<file path="src/rtl/stage_sequencer.sv">
// stage_sequencer: selects the active pipeline stage every clock and
// publishes it one-hot, as a binary index and as entry pulses. Also owns the
// per-stage watchdog and the retired-instruction counter.
module stage_sequencer #(
  parameter int NUM_STAGES  = 5,
  parameter int RESET_STAGE = 0,
  parameter int MAX_WAIT    = 255,
  parameter int CNT_WIDTH   = 16
) (
  input  logic                          clk,
  input  logic                          clear,
  input  logic                          run,
  input  logic                          flush,
  input  logic [NUM_STAGES-1:0]         stage_ready,
  input  logic [NUM_STAGES-1:0]         skip,
  output logic [NUM_STAGES-1:0]         stage,
  output logic [$clog2(NUM_STAGES)-1:0] stage_idx,
  output logic                          stage_first,
  output logic                          instr_done,
  output logic                          timeout,
  output logic [CNT_WIDTH-1:0]          retire_count
);

  localparam int IW = $clog2(NUM_STAGES);
  // wait_cnt only has to reach MAX_WAIT-1 before the fault fires
  localparam int WW = (MAX_WAIT > 1) ? $clog2(MAX_WAIT) : 1;
  localparam logic [IW-1:0] RST_IDX  = IW'(RESET_STAGE);
  localparam logic [IW-1:0] LAST_IDX = IW'(NUM_STAGES - 1);
  localparam logic [WW-1:0] WLAST    = WW'((MAX_WAIT > 0) ? MAX_WAIT - 1 : 0);
  localparam bit            WD_EN    = (MAX_WAIT != 0);

  typedef enum logic {S_RUN, S_FAULT} state_t;

  state_t                  state_q, state_d;
  logic [IW-1:0]           idx_q, idx_d;
  logic [NUM_STAGES-1:0]   stage_q, stage_d;
  logic                    first_q, first_d;
  logic                    done_q, done_d;
  logic [CNT_WIDTH-1:0]    cnt_q, cnt_d;
  logic [WW-1:0]           wait_q, wait_d;
  logic [IW-1:0]           nxt, tgt;

  // Successor stage, with at most one bypassed stage (fetch is never bypassed)
  always_comb begin
    nxt = (idx_q == LAST_IDX) ? '0 : idx_q + 1'b1;
    tgt = nxt;
    if (nxt != '0 && skip[nxt])
      tgt = (nxt == LAST_IDX) ? '0 : nxt + 1'b1;
  end

  // Next-state: clear is handled in the register; here FAULT > flush > hold > advance > wait
  always_comb begin
    state_d = state_q;
    idx_d   = idx_q;
    first_d = 1'b0;
    done_d  = 1'b0;
    cnt_d   = cnt_q;
    wait_d  = wait_q;
    case (state_q)
      S_FAULT: idx_d = RST_IDX;
      default: begin
        if (flush) begin
          idx_d   = RST_IDX;
          first_d = 1'b1;
          wait_d  = '0;
        end else if (!run) begin
          // hold: stage and wait_cnt frozen
        end else if (stage_ready[idx_q]) begin
          idx_d   = tgt;
          first_d = 1'b1;
          wait_d  = '0;
          if (tgt == '0) begin
            done_d = 1'b1;
            cnt_d  = cnt_q + 1'b1;
          end
        end else if (WD_EN && wait_q == WLAST) begin
          state_d = S_FAULT;
          idx_d   = RST_IDX;
          wait_d  = '0;
        end else begin
          wait_d = wait_q + 1'b1;
        end
      end
    endcase
    stage_d = NUM_STAGES'(1) << idx_d;
  end

  // State and output registers; every output comes straight from a flop
  always_ff @(posedge clk) begin
    if (clear) begin
      state_q <= S_RUN;
      idx_q   <= RST_IDX;
      stage_q <= NUM_STAGES'(1) << RST_IDX;
      first_q <= 1'b1;
      done_q  <= 1'b0;
      cnt_q   <= '0;
      wait_q  <= '0;
    end else begin
      state_q <= state_d;
      idx_q   <= idx_d;
      stage_q <= stage_d;
      first_q <= first_d;
      done_q  <= done_d;
      cnt_q   <= cnt_d;
      wait_q  <= wait_d;
    end
  end

  assign stage        = stage_q;
  assign stage_idx    = idx_q;
  assign stage_first  = first_q;
  assign instr_done   = done_q;
  assign timeout      = (state_q == S_FAULT);
  assign retire_count = cnt_q;

endmodule

</file>
<file path="config.mk">
export PLATFORM = sky130hd
export DESIGN_NAME = stage_sequencer
export DESIGN_NICKNAME = d
export VERILOG_FILES = /design/src/rtl/stage_sequencer.sv
export SDC_FILE = /design/constraint.sdc
export NUM_CORES = 1
export LEC_CHECK = 0
export BUFFER_PORTS_ARGS = -buffer_cell sky130_fd_sc_hd__buf_2
export CORE_ASPECT_RATIO = 0.8
export CORE_MARGIN = 10
export CORE_UTILIZATION = 60
export CTS_BUF_LIST = sky130_fd_sc_hd__clkbuf_2
export CTS_CLUSTER_SIZE = 8
export DETAILED_ROUTE_END_ITERATION = 8
export GPL_ROUTABILITY_DRIVEN = 1
export HOLD_SLACK_MARGIN = 0.1
export PLACE_DENSITY = 0.86
export RECOVER_POWER = 25
export SETUP_SLACK_MARGIN = 0.02
export SLEW_MARGIN = 5
export SYNTH_ARGS = -nofsm -noshare
export SYNTH_HDL_FRONTEND = slang
export SYNTH_SLANG_ARGS = --single-unit
</file>
<file path="constraint.sdc">
create_clock -name clk -period 6.7 [get_ports clk]
set_input_delay 0 -clock clk [delete_from_list [all_inputs] [get_ports clk]]
set_output_delay 0 -clock clk [all_outputs]
set_load 0.03 [all_outputs]
</file>
==> impl_metrics.csv <==
group,metric,value,unit
outcome,status,"completed",
sta,slew_violations,0,
synth,yosysTopAreaCell,"dfxtp_1",
sta,relSlewSlack,57.1,%
clock_network,cts_buffers,5,
clock_network,cts_root_buffer,"clkbuf_2",
clock_network,cts_buffer_depth,2,
drt,initialDrtViolationCount,187,
global_route,grtUsageMet1,18.4,%
cells_and_area,nets,286,
synth,synth-edff-count,0,
power,leakage,0.828,nW
cells_and_area,multi_input_area,1180,um^2
cells_and_area,final_util,71.8,%
synth,synth.most_common_cell,"dfxtp_1",
sta,hold_viol,0,
cells_and_area,layout.area.seq,701,um^2
worst_setup_path,startpoint_type,"flop",
synth,synth_common_cells,"35 x dfxtp_1, 20 x a21oi_1, 17 x nor2_1",
worst_setup_path,cp_common_cell,"ha_1",
synth,synth_top_area_share,35.9,%
clock_network,post_cts_buffers,0,
drt,wl_per_cell,15.3,um
global_route,antenna_found_initial,0,
worst_setup_path,end_kind,"flop",
clock_network,clk-insertion-delay-late,0.40,ns
clock_network,cts_sinks,35,
worst_setup_path,path_delay_family,"simple AND/OR/NAND/NOR gates",
drt,vias,1861,
synth,synthesis.instances,223,
synth,ys.flop_type,"dfxtp_1",
worst_setup_path,critPathBufInv,1,
clock_network,cts.reportedPaths.clkPinSlew,0.18,ns
floorplanning,dieHeight,71.0,um
cells_and_area,instances_no_fill,306,
synth,async_reset_ff_share,0,%
sta,max_freq,0.283,GHz
floorplanning,core.rowCount,18,
worst_setup_path,slowest_delay,0.53,ns
floorplanning,die_w,83.8,um
global_route,grt_pass1_vias,1693,
placed_design,gp_congestion,0.868,
cells_and_area,final_area,2230,um^2
synth,synthDistinctLibCells,53,
worst_setup_path,cp.required,7.01,ns
sta,tns,0,ns
synth,avgSynthCellArea,8.75,um^2
placed_design,hpwl,3420,um
clock_network,cts_tree,"built",
placed_design,placed_cells,293,
placed_design,dp_slack,3.20,ns
worst_setup_path,path_class,"flop to flop",
synth,ys_ff_latch,35,
global_route,grt-busiest-layer,"met2",
sta,setup_viol,0,
global_route,grt_overflow_total,0,
sta,grt_setup_unrepaired,"false",
drt,vias_per_cell,6.08,
cells_and_area,n_fill_cell,260,
global_route,grt_max_degree,33,
synth,synth_nets,244,
synth,yosys_warnings,0,
cells_and_area,syn2layout_area_growth,14.4,%
sta,layout_min_cycle_time,3.54,ns
cells_and_area,antenna_cells,0,
floorplanning,ios,41,
drt,drt_pass1_iterations,4,
worst_setup_path,cp_cell_sequence,"inv_1 > ha_1 > a21o_2 > ha_1 > nor3_2 > a22o_1 > nand4_2 > nor4_1 > mux2_1",
sta,fin_crit_sh,52.8,%
worst_setup_path,worst-endpoint-arrival,3.84,ns
flow_run,timing.max_cap.violations,0,
min_path,min_path_type,"primary input to flop",
placed_design,placed_cell_area,2160,um^2
synth,synthTopCellsByArea,"dfxtp_1 36%, a21oi_1 5.1%, ha_1 4.5%",
synth,ys_seq_area_share,35.9,%
floorplanning,dieArea,5950,um^2
global_route,grt_usage,15.3,%
global_route,grt_pass1_wl,7780,um
placed_design,port-buffer-count,40,
power,peakVddDrop,0.150,mV
floorplanning,core_area,3110,um^2
worst_setup_path,cp_slowest_cell,"dfxtp_1",
drt,drc,0,
synth,netlist_area,1950,um^2
drt,wl,4690,um
worst_setup_path,worst-path-max-fanout,32,
sta,finalClockSkew,0.0105,ns
sta,worst_pin_slew,0.642,ns
global_route,grt_use_met3,5.61,%
floorplanning,start_util,62.8,%
clock_network,htreeDepth,2,
global_route,grt_use_met2,24.1,%
drt,ant_nets,0,
power,power_density,164,nW/um^2
cells_and_area,drive_gt1_share,17.3,%
sta,setup_ws,3.16,ns
-- cell families (layout without fill, tap and decap cells) --
kind of cell | after synthesis | count (layout) | synth area share [%]
adders and majority gates | 7 | 7 | 4.49
DFF | 35 | 35 | 35.9
buffers and inverters | 17 | 60 | 3.65
and+or+nand+nor | 94 | 94 | 29.7
AOI/OAI and AO/OA | 58 | 58 | 20.2
xor gates and xnor gates | 5 | 5 | 2.24
muxes | 7 | 7 | 3.78
-- final timing paths --
kind	cells past startpoint	from	end	slack, ns
setup / recovery	9	stage_idx[0]$_SDFF_PP0_	retire_count[11]$_SDFFE_PP0P_	3.16
hold / removal	6	stage_ready[0]	stage_idx[2]$_SDFF_PP0_	0.28
setup reg to reg	9	stage_idx[0]$_SDFF_PP0_	retire_count[11]$_SDFFE_PP0P_	3.16
hold reg to reg	2	retire_count[15]$_SDFFE_PP0P_	retire_count[15]$_SDFFE_PP0P_	0.50
-- worst register-to-register path, cell delays in order (launching register included) --
cell	delay, ns
dfxtp_1	0.53
inv_1	0.13
ha_1	0.25
a21o_2	0.28
ha_1	0.29
nor3_2	0.35
a22o_1	0.24
nand4_2	0.52
nor4_1	0.51
mux2_1	0.35
-- per-stage QoR --
| step | hold WS (ns) | power [W] |
|---|---|---|
| after floorplan | 0.157 | 0.000257 |
| after global placement | 0.321 | 0.000269 |
| after detailed placement | 0.339 | 0.000271 |
| after CTS | 0.273 | 0.000369 |
| after global routing | 0.289 | 0.000383 |
| final | 0.283 | 0.000366 |
-- per-layer routing --
metal | part of all wire, % | up-vias | wire, um
met5 | 0 | - | 0
met4 | 1.2 | 0 | 57
met3 | 7.9 | 10 | 369
met2 | 46 | 51 | 2150
met1 | 45 | 861 | 2120
li1 | - | 939 | -
-- power by group --
part / switching [W] / internal (W) / total, W / leakage, nW
registers: 0.00000286 / 0.000211 / 0.000214 / 0.283
logic: 0.0000353 / 0.0000194 / 0.0000547 / 0.513
clock network: 0.0000732 / 0.0000239 / 0.0000971 / 0.0325
total: 0.000111 / 0.000255 / 0.000366 / 0.828
-- cells in the final DEF, fill, tap and decap left out, drive strengths merged, types with 6 or more instances in the layout --
| cell | netlist | final |
|---|---|---|
| dfxtp | 35 | 35 |
| buf | 4 | 26 |
| a21oi | 20 | 20 |
| clkbuf | 7 | 20 |
| nor2 | 17 | 17 |
| nand2 | 12 | 12 |
| o31ai | 11 | 11 |
| or4 | 11 | 11 |
| nand3 | 10 | 10 |
| o21ai | 9 | 9 |
| nand4 | 9 | 9 |
| ha | 7 | 7 |
| inv | 6 | 6 |
| or3 | 6 | 6 |
-- sequential cells by signal, indices dropped and copies added, names as in the netlist --
name and cells:
instr_done 1, stage_first 1, stage 5, stage_idx 3, timeout 1, retire_count 16
wait_q 8
-- cell type report --
class / count / area share [%]
multi-input cells: 171 / 52.9
flip-flops and latches: 35 / 31.4
repair buffers: 46 / 10.7
well taps: 40 / 2.24
clock buffers: 5 / 1.12
inverters: 6 / 1.01
clock inverters: 3 / 0.673
-- what timing repair did --
action                                 in CTS  in global routing
gates resized for setup                     0                  0
hold buffers                                5                  0
endpoints found under the hold margin      23                  0
Power figures use the tool's default switching activity.
